## config.mk

```make
export PLATFORM = sky130hd
export DESIGN_NAME = mux16_rr_sched_flat
export DESIGN_NICKNAME = d
export VERILOG_FILES = /design/src/rtl/mux16_rr_sched_pkg.sv /design/src/rtl/mux16_rr_sched_if.sv /design/src/rtl/mux16_rr_sched_rr_pick16.sv /design/src/rtl/mux_16cross1.sv /design/src/rtl/mux16_rr_sched.sv /design/src/flat_wrapper.sv
export SDC_FILE = /design/constraint.sdc
export NUM_CORES = 1
export LEC_CHECK = 0
export CAP_MARGIN = 20
export CORE_MARGIN = 5
export CORE_UTILIZATION = 50
export CTS_CLUSTER_DIAMETER = 120
export DETAILED_ROUTE_END_ITERATION = 8
export GPL_TIMING_DRIVEN = 0
export PLACE_DENSITY = 0.81
export SYNTH_ARGS = -nofsm -noshare
export SYNTH_HDL_FRONTEND = slang
export SYNTH_HIERARCHICAL = 1
export SYNTH_SLANG_ARGS = --single-unit
```

## constraint.sdc

```tcl
create_clock -name clk -period 10.6 [get_ports clk]
set_input_delay 1.06 -clock clk [delete_from_list [all_inputs] [get_ports clk]]
set_output_delay 1.06 -clock clk [all_outputs]
set_load 0.03 [all_outputs]
```

## src/rtl/mux16_rr_sched_pkg.sv

```systemverilog
// Shared types and constants for the 16-requester round-robin mux scheduler.
// Also holds a one-hot decode helper used by the top level.
package mux16_rr_sched_pkg;

   typedef enum logic {IDLE, XFER} state_e;

   localparam int NREQ  = 16;
   localparam int SEL_W = 4;

   function automatic logic [NREQ-1:0] onehot16(input logic [SEL_W-1:0] idx);
      onehot16      = '0;
      onehot16[idx] = 1'b1;
   endfunction

endpackage

```

## src/rtl/mux16_rr_sched_if.sv

```systemverilog
// Request/data side and downstream valid/ready side of the scheduler.
// The slave modport is the scheduler; the master modport is its environment.
interface mux16_rr_sched_if;
   import mux16_rr_sched_pkg::*;

   logic [NREQ-1:0]  req;
   logic [NREQ-1:0]  data;
   logic [SEL_W-1:0] sel;
   logic [NREQ-1:0]  grant;
   logic [NREQ-1:0]  ack;
   logic             out_valid;
   logic             out_data;
   logic             out_ready;

   modport master (
      output req, data, out_ready,
      input  sel, grant, ack, out_valid, out_data
   );

   modport slave (
      input  req, data, out_ready,
      output sel, grant, ack, out_valid, out_data
   );
endinterface

```

## src/rtl/mux16_rr_sched_rr_pick16.sv

```systemverilog
// Combinational round-robin picker: first set request scanning upward from ptr,
// wrapping 15 to 0.
module rr_pick16
   import mux16_rr_sched_pkg::*;
(
   input  logic [NREQ-1:0]  req,
   input  logic [SEL_W-1:0] ptr,
   output logic             any,
   output logic [SEL_W-1:0] idx
);

   logic [SEL_W-1:0] k;

   // Walk from the farthest offset back to ptr so the nearest hit wins.
   always_comb begin
      any = 1'b0;
      idx = '0;
      k   = '0;
      for (int i = NREQ - 1; i >= 0; i--) begin
         k = ptr + 4'(i);
         if (req[k]) begin
            any = 1'b1;
            idx = k;
         end
      end
   end

endmodule

```

## src/rtl/mux_16cross1.sv

```systemverilog
// Shared 16:1 single-bit mux tree, one select bit per level.
module mux_16cross1 (
   input  logic [15:0] d,
   input  logic [3:0]  s,
   output logic        y
);

   logic [7:0] l1;
   logic [3:0] l2;
   logic [1:0] l3;

   always_comb begin
      for (int i = 0; i < 8; i++) l1[i] = s[0] ? d[2*i+1]  : d[2*i];
      for (int i = 0; i < 4; i++) l2[i] = s[1] ? l1[2*i+1] : l1[2*i];
      for (int i = 0; i < 2; i++) l3[i] = s[2] ? l2[2*i+1] : l2[2*i];
      y = s[3] ? l3[1] : l3[0];
   end

endmodule

```

## src/rtl/mux16_rr_sched.sv

```systemverilog
// Round-robin scheduler sharing one 16:1 mux between 16 requesters, with a
// valid/ready output stage, transfer counter and sticky stall flag.
module mux16_rr_sched
   import mux16_rr_sched_pkg::*;
#(
   parameter int STALL_LIMIT = 16,
   parameter int CNT_W       = 16
) (
   input  logic             clk,
   input  logic             rst,
   mux16_rr_sched_if.slave  bus,
   output logic [CNT_W-1:0] xfer_cnt,
   output logic             stall_err
);

   localparam logic [15:0] LIMIT = 16'(STALL_LIMIT);

   state_e           state_q,     state_d;
   logic [SEL_W-1:0] sel_q,       sel_d;
   logic [NREQ-1:0]  grant_q,     grant_d;
   logic             out_valid_q, out_valid_d;
   logic             out_data_q,  out_data_d;
   logic [SEL_W-1:0] ptr_q,       ptr_d;
   logic [CNT_W-1:0] xfer_cnt_q,  xfer_cnt_d;
   logic [15:0]      stall_cnt_q, stall_cnt_d;
   logic             stall_err_q, stall_err_d;

   logic             any_idle, any_b2b, hs, load;
   logic [SEL_W-1:0] idx_idle, idx_b2b, sel_next_hs;
   logic             mux_y;
   logic [NREQ-1:0]  ack_c;

   assign hs          = out_valid_q & bus.out_ready;
   assign sel_next_hs = sel_q + 4'd1;

   rr_pick16 u_pick_idle (
      .req (bus.req),
      .ptr (ptr_q),
      .any (any_idle),
      .idx (idx_idle)
   );

   // Back-to-back pick: the current winner is masked and the scan starts just past it.
   rr_pick16 u_pick_b2b (
      .req (bus.req & ~onehot16(sel_q)),
      .ptr (sel_next_hs),
      .any (any_b2b),
      .idx (idx_b2b)
   );

   assign load  = (state_q == IDLE) ? any_idle : (hs & any_b2b);
   assign sel_d = !load ? sel_q : ((state_q == IDLE) ? idx_idle : idx_b2b);

   mux_16cross1 u_mux (
      .d (bus.data),
      .s (sel_d),
      .y (mux_y)
   );

   always_comb begin
      state_d     = state_q;
      grant_d     = grant_q;
      out_valid_d = out_valid_q;
      out_data_d  = out_data_q;
      ptr_d       = ptr_q;
      xfer_cnt_d  = xfer_cnt_q;
      stall_cnt_d = stall_cnt_q;
      stall_err_d = stall_err_q;
      ack_c       = '0;

      if (load) begin
         grant_d     = onehot16(sel_d);
         out_data_d  = mux_y;
         out_valid_d = 1'b1;
         state_d     = XFER;
      end

      if (state_q == XFER) begin
         if (hs) begin
            ack_c       = onehot16(sel_q);
            xfer_cnt_d  = xfer_cnt_q + CNT_W'(1);
            ptr_d       = sel_next_hs;
            stall_cnt_d = '0;
            if (!any_b2b) begin
               grant_d     = '0;
               out_valid_d = 1'b0;
               state_d     = IDLE;
            end
         end else begin
            if (stall_cnt_q < LIMIT) stall_cnt_d = stall_cnt_q + 16'd1;
            if (stall_cnt_d >= LIMIT) stall_err_d = 1'b1;
         end
      end
   end

   always_ff @(posedge clk) begin
      if (rst) begin
         state_q     <= IDLE;
         sel_q       <= '0;
         grant_q     <= '0;
         out_valid_q <= 1'b0;
         out_data_q  <= 1'b0;
         ptr_q       <= '0;
         xfer_cnt_q  <= '0;
         stall_cnt_q <= '0;
         stall_err_q <= 1'b0;
      end else begin
         state_q     <= state_d;
         sel_q       <= sel_d;
         grant_q     <= grant_d;
         out_valid_q <= out_valid_d;
         out_data_q  <= out_data_d;
         ptr_q       <= ptr_d;
         xfer_cnt_q  <= xfer_cnt_d;
         stall_cnt_q <= stall_cnt_d;
         stall_err_q <= stall_err_d;
      end
   end

   // A reset landing on a handshake cycle must not leak an ack pulse.
   assign bus.ack       = rst ? '0 : ack_c;
   assign bus.sel       = sel_q;
   assign bus.grant     = grant_q;
   assign bus.out_valid = out_valid_q;
   assign bus.out_data  = out_data_q;
   assign xfer_cnt      = xfer_cnt_q;
   assign stall_err     = stall_err_q;

endmodule
```

## src/flat_wrapper.sv

```systemverilog
// flat-port wrapper written by rule: the top's interface ports become plain ports
module mux16_rr_sched_flat import mux16_rr_sched_pkg::*;
#(
   parameter int STALL_LIMIT = 16,
   parameter int CNT_W       = 16
)
  (clk, rst, xfer_cnt, stall_err, bus_req, bus_data, bus_out_ready, bus_sel, bus_grant, bus_ack, bus_out_valid, bus_out_data);
  mux16_rr_sched_if bus_i ();
  input  logic clk;
  input  logic rst;
  output logic [CNT_W-1:0] xfer_cnt;
  output logic stall_err;
  input wire logic [$bits(bus_i.req)-1:0] bus_req;
  input wire logic [$bits(bus_i.data)-1:0] bus_data;
  input wire logic [$bits(bus_i.out_ready)-1:0] bus_out_ready;
  output wire logic [$bits(bus_i.sel)-1:0] bus_sel;
  output wire logic [$bits(bus_i.grant)-1:0] bus_grant;
  output wire logic [$bits(bus_i.ack)-1:0] bus_ack;
  output wire logic [$bits(bus_i.out_valid)-1:0] bus_out_valid;
  output wire logic [$bits(bus_i.out_data)-1:0] bus_out_data;
  assign bus_i.req = bus_req;
  assign bus_i.data = bus_data;
  assign bus_i.out_ready = bus_out_ready;
  assign bus_sel = bus_i.sel;
  assign bus_grant = bus_i.grant;
  assign bus_ack = bus_i.ack;
  assign bus_out_valid = bus_i.out_valid;
  assign bus_out_data = bus_i.out_data;
  mux16_rr_sched #(.STALL_LIMIT(STALL_LIMIT), .CNT_W(CNT_W)) u_core (.clk(clk), .rst(rst), .bus(bus_i), .xfer_cnt(xfer_cnt), .stall_err(stall_err));
endmodule
```

Word-level counts from Yosys, hierarchy flattened
Cells that the tools add are included.
Storage, ports and cells
  flip-flop bits (word level): 60
  logic and storage cells: 258
  input port bits: 35
  output and inout port bits: 55
Operators by class
  $add $sub $neg: 33
  bitwise operators: 5
  mux-type cells: 169
  order comparisons: 38
  reduce and logical (&&, ||, !) cells: 4
Operator list (number)
  $mux W16: 11
  $lt A4 B5 Y1 const B: 34
  $mux W4: 34
  $bmux W1 S4: 32
  $mux W1: 90
  $add A4 B4 Y4 const B: 16
  $add A16 B1 Y16 const B: 2
  $add A4 B3 Y4 const B: 8
  $add A4 B2 Y4 const B: 4
  $and A16 B16 Y16: 1
  $ge A16 B5 Y1 const B: 1
  $lt A16 B5 Y1 const B: 1
  $not A16 Y16: 1
  $add A4 B1 Y4 const B: 3
  $demux W1 S4: 2
  $ge A4 B1 Y1 const B: 2
  $reduce_and A3 Y1: 1
  $and A1 B1 Y1: 2
  $logic_and A1 B1 Y1: 2
  $reduce_and A2 Y1: 1
  $not A1 Y1: 1

Depth between registers and ports, before layout
  depth in word-level cells: 35
  gate-level depth with buffers: 26
  gate-level depth less buffers: 20

By module
Netlist, hierarchy kept.
Modules (own cells, without submodules)
  rr_pick16: seq. area each 0.0 sq um, cells each 259, area an instance 2328.5 sq um, instances 2
  mux16_rr_sched: seq. area each 1201.2 sq um, cells each 310, area an instance 2715.1 sq um, instances 1
  mux_16cross1: seq. area each 0.0 sq um, cells each 7, area an instance 135.1 sq um, instances 1

Worst setup path after synthesis
OpenSTA, ideal clock, no wires.
  kind: register to register
  start: register u_core.sel_q[0] (netlist: u_core/bus.sel[0])
  end: register u_core.out_data_q (netlist: u_core/bus.out_data)
  setup time: 0.128 ns
  arrival time: 5.817 ns
  path buffers: 5
  clock period less this slack: 5.945 ns
  stages on the path, launching flop included: 25
  slack: 4.655 ns
  data required time: 10.472 ns
  cell sequence: dfxtp_1 inv_1 ha_1 buf_4 buf_2 buf_2 inv_1 ha_1 clkbuf_1 mux4_2 mux2i_1 mux2_2 nor2b_2 nand2_1 nor4_1 nand4_1 nand4_1 and2_1 clkbuf_1 mux2_1 mux4_1 mux2i_1 mux2i_1 mux2i_1 nor2_1
On the way
  elaborated cells between the ends (all ways): 106
  classes of those cells: 16 x add/sub; 2 x order compare; 84 x mux; 3 x bitwise; 1 x reduce/logical
RTL lines
  from (decl): RTL line mux16_rr_sched.sv:19  | logic [SEL_W-1:0] sel_q, sel_d;
  from (signal assigned): RTL line mux16_rr_sched.sv:109  | sel_q <= sel_d;
  $add A4 B1 Y4 (*): RTL line mux16_rr_sched.sv:34  | assign sel_next_hs = sel_q + 4'd1;
  net u_core.sel_next_hs[0]: RTL line mux16_rr_sched.sv:29  | logic [SEL_W-1:0] idx_idle, idx_b2b, sel_next_hs;
  $add A4 B4 Y4: RTL line mux16_rr_sched_rr_pick16.sv:20  | k = ptr + 4'(i);
  $bmux W1 S4: RTL line mux16_rr_sched_rr_pick16.sv:21  | if (req[k]) begin
  $mux W1 (implied by the code): RTL line mux16_rr_sched_rr_pick16.sv:21
  $mux W1 (15 in a row): RTL line mux16_rr_sched_rr_pick16.sv:21
  $mux W1 (*): RTL line mux16_rr_sched_rr_pick16.sv:21
  net u_core.any_b2b: RTL line mux16_rr_sched.sv:28  | logic any_idle, any_b2b, hs, load;
  $and A1 B1 Y1 (*): RTL line mux16_rr_sched.sv:51  | assign load = (state_q == IDLE) ? any_idle : (hs & any_b2b);
  $mux W1 (*): RTL line mux16_rr_sched.sv:51
  $mux W4 (*): RTL line mux16_rr_sched.sv:52  | assign sel_d = !load ? sel_q : ((state_q == IDLE) ? idx_idle : idx_b2b);
  net u_core.sel_d[0]: RTL line mux16_rr_sched.sv:19
  $mux W1: RTL line mux_16cross1.sv:13  | for (int i = 0; i < 8; i++) l1[i] = s[0] ? d[2*i+1] : d[2*i];
  $mux W1: RTL line mux_16cross1.sv:14  | for (int i = 0; i < 4; i++) l2[i] = s[1] ? l1[2*i+1] : l1[2*i];
  $mux W1: RTL line mux_16cross1.sv:15  | for (int i = 0; i < 2; i++) l3[i] = s[2] ? l2[2*i+1] : l2[2*i];
  $mux W1 (*): RTL line mux_16cross1.sv:16  | y = s[3] ? l3[1] : l3[0];
  net u_core.mux_y: RTL line mux16_rr_sched.sv:30  | logic mux_y;
  to (signal assigned): RTL line mux16_rr_sched.sv:112  | out_data_q <= out_data_d;
  to (decl): RTL line mux16_rr_sched.sv:22  | logic out_data_q, out_data_d;
Mark *: on every way through the listed nets, which the timed path passes. The rest lies on a longest branch. The select of a mux whose other input is x is not followed.
A chain may end at the register's enable or synchronous reset.

Final worst setup path
  start: register u_core.sel_q[0] (netlist: u_core/bus.sel[0])
  end: register u_core.out_data_q (netlist: u_core/bus.out_data)
On the way
  elaborated cells between the ends (all ways): 106
  classes of those cells: 16 x add/sub; 2 x order compare; 84 x mux; 3 x bitwise; 1 x reduce/logical
RTL lines (RTL line)
  $add A4 B1 Y4 (*): mux16_rr_sched.sv:34
  net u_core.sel_next_hs[0]: mux16_rr_sched.sv:29
  $add A4 B4 Y4: mux16_rr_sched_rr_pick16.sv:20
  $bmux W1 S4: mux16_rr_sched_rr_pick16.sv:21
  $mux W1 (implied by the code): mux16_rr_sched_rr_pick16.sv:21
  $mux W1 (15 in a row): mux16_rr_sched_rr_pick16.sv:21
  $mux W1 (*): mux16_rr_sched_rr_pick16.sv:21
  net u_core.any_b2b: mux16_rr_sched.sv:28
  $and A1 B1 Y1 (*): mux16_rr_sched.sv:51
  $mux W1 (*): mux16_rr_sched.sv:51
  $mux W4 (*): mux16_rr_sched.sv:52
  net u_core.sel_d[1]: mux16_rr_sched.sv:19
  $mux W1: mux_16cross1.sv:14
  $mux W1: mux_16cross1.sv:15
  $mux W1 (*): mux_16cross1.sv:16
  net u_core.mux_y: mux16_rr_sched.sv:30
Marks and branches as above.

==> results.yml <==
synthesis:
  synth_top_cell_area_share_pct: 16.0
  synth_nets: 890
  yosysTopAreaCell: "dfxtp_1"
  ys_seq_area_share_pct: 16.0
  yosysWarnings: 6
  syn_inst: 835
  synth_seq_cells: 60
  synth_cell_types: 76
  synth_common_cells: "nor2_1 (81), nand2_1 (62), dfxtp_1 (60)"
  synth_enable_flop_cells: 0
  synth_area_leaders: "dfxtp_1 (16%), mux4_2 (11%), mux2i_1 (7.6%)"
  yosysMostFrequentCell: "nor2_1"
  netlist_area_um2: 7510
  synthFlopType: "dfxtp_1"
  syn_area_per_cell_um2: 8.99
  async_flop_share_pct: 0
clock_network:
  post_cts_resize_count: 0
  clockRootBuffer: "clkbuf_16"
  cts_tree: "done"
  htreeDepth: 3
  clockBufferDepth: 2
  clkLatencyLatePin_ns: 0.32
  cts_sinks: 60
  holdBufCountCts: 0
  cts_buffers: 9
  clk_pin_slew_ns: 0.06
  post-cts-setup-buffers: 0
timing:
  period_needed_ns: 7.48
  clock.fmax_mhz: 134
  rsz0062_at_grt: "false"
  fin_tns_setup_ns: 0
  relSlewSlack_pct: 34.0
  worst_pin_slew_ns: 0.983
  period_share_pct: 70.5
  finClkSkew_ns: 0.00798
  drv_slew: 0
  finalHoldViolations: 0
  setup_viol: 0
  finalHoldWorstSlack_ns: 0.461
grt:
  grt_pass1_wl_mm: 37.3
  grt-ovfl-total: 0
  grt_pass1_vias: 6936
  track_usage_pct: 25.7
  grt_max_degree: 13
  antenna_found_initial: 0
layout:
  antenna_cells: 0
  syn2layout_area_growth_pct: 18.7
  design_area_um2: 8910
  fillCellCount: 1267
  utilization_pct: 60.8
  fin_nets: 989
  final_layout_size_suffix_gt1_share_pct: 15.7
floorplanning:
  initial_core_util_pct: 51.3
  ios: 90
  core_um2: 14600
  die_area_um2: 17600
  rows: 44
  dieHeight_um: 133
  die_w_um: 133
detailed_routing:
  route.met2.wl_mm: 10.8
  routed.top_layer: "met4"
  viasPerCell: 6.71
  firstDrtPassIters: 6
  wl_met1_mm: 9.73
  wl_mm: 23.5
  wl_met3_mm: 2.34
  post-route-drc-count: 0
  drt_iter0_markers: 869
  antenna_left: 0
  wl_per_cell_um: 21.0
  vias: 7527
min_path:
  hp-class: "flop to flop"
placed_design:
  dp_hpwl_mm: 17.8
  numPortBuffers: 88
  placed_area_um2: 8620
  place.gp.congestion: 1.01
power:
  peakVddDrop_v: 0.000155
  finalPower_uw: 2650
  power.density_nw_per_um2: 297
  p_leak_uw: 0.00322
critical_path:
  crit_type: "flop to flop"
  reg2reg_depth: 26
  required_ns: 10.80
  arrival_ns: 7.67
  critPathLaunchType: "flop"
  r2r-end: "u_core/bus.out_data$_SDFFE_PP0P_"
  end_kind: "flop"
  crit_start: "u_core/bus.sel[0]$_SDFF_PP0_"
  worstReg2RegStart: "u_core/bus.sel[0]$_SDFF_PP0_"
  r2r_setup_slack_ns: 3.12
  crit_end: "u_core/bus.out_data$_SDFFE_PP0P_"
  critical_path.max_fanout: 10
job:
  cap_violations: 0
status:
  status: "complete, no violations"
[layout by cell type, fill, tap and decap left out, drive strengths merged, types with 29 or more instances in the layout]
master and instances:
a21oi 36, clkbuf 29, clkdlybuf4s50 88, dfxtp 60, mux2 38, mux2i 65, mux4 56, nand2 62
nor2 83, o21ai 44
[report_power, final]
part | internal [µW] | leakage (µW) | switching [µW]
combinational | 854 | 0.00260 | 1250
sequential | 245 | 0.000486 | 18.9
clock | 180 | 0.000134 | 105
[critical path: stages (launching register included)]
cell and delay [ns]:
dfxtp_1 0.48, inv_1 0.16, ha_1 0.43, buf_4 0.25, buf_2 0.29, buf_2 0.31
inv_1 0.26, ha_1 0.46, clkbuf_1 0.49, mux4_2 0.46, mux2i_1 0.29, mux2_2 0.31
nor2b_2 0.20, nand2_1 0.10, nor4_1 0.27, nand4_1 0.26, nand4_1 0.26, and2_1 0.15
clkbuf_1 0.26, buf_2 0.30, a211oi_1 0.10, a21oi_1 0.38, mux4_1 0.38, mux2i_1 0.17
mux2i_1 0.09, mux2i_1 0.15, nor2_1 0.06
[layer usage]
metal  up-vias  track usage [%]
li1       3415                -
met1      3634             35.1
met2       427             40.0
met3        51             6.15
met4         0             9.01
met5         -                0
[how the worst min path moves through the flow]
stage | depth (start not counted) | start | slack, ns | end
global placement | 1 | u_core/stall_cnt_q[14]$_SDFFE_PP0P_ | 0.44 | u_core/stall_cnt_q[14]$_SDFFE_PP0P_
global route | 1 | u_core/stall_cnt_q[9]$_SDFFE_PP0P_ | 0.47 | u_core/stall_cnt_q[9]$_SDFFE_PP0P_
finish | 1 | u_core/stall_cnt_q[8]$_SDFFE_PP0P_ | 0.46 | u_core/stall_cnt_q[8]$_SDFFE_PP0P_
CTS | 1 | u_core/stall_cnt_q[9]$_SDFFE_PP0P_ | 0.46 | u_core/stall_cnt_q[9]$_SDFFE_PP0P_
detailed placement | 1 | u_core/stall_cnt_q[9]$_SDFFE_PP0P_ | 0.44 | u_core/stall_cnt_q[9]$_SDFFE_PP0P_
floorplan | 1 | u_core/stall_cnt_q[13]$_SDFFE_PP0P_ | 0.43 | u_core/stall_cnt_q[13]$_SDFFE_PP0P_
[through the flow]
stage	worst slack, ns	cells
6_report	3.12	1122
5_1_grt	2.65	1122
4_1_cts	3.24	1122
3_5_place_dp	3.26	1107
3_3_place_gp	3.41	1107
2_1_floorplan	4.66	835
[sequential cells by signal, summed over array words and instances, names as in the netlist]
| register | flops |
|---|---|
| u_core/stall_err | 1 |
| u_core/bus.grant | 16 |
| u_core/bus.sel | 4 |
| u_core/xfer_cnt | 16 |
| u_core/ptr_q | 4 |
| u_core/bus.out_data | 1 |
| u_core/bus.out_valid | 1 |
| u_core/stall_cnt_q | 16 |
| u_core/state_q | 1 |
[layout make-up]
class	count	area, µm²	area share (%)
clock inverter	6	66.3	0.744
multi-input combinational	705	5960	66.8
tap	184	230	2.58
sequential	60	1200	13.5
clock buffer	9	225	2.53
timing repair buffer	88	881	9.89
buffer	44	250	2.81
inverter	26	100	1.12
[cell families after synthesis]
group	after synthesis	share of synthesized area [%]
compound gates	210	19.4
xor+xnor	37	5.22
fa+ha+maj	20	3.33
buf+inv	70	4.67
flops	60	16.0
mux	159	33.1
simple gates	279	18.2
Power figures use the tool's default switching activity.
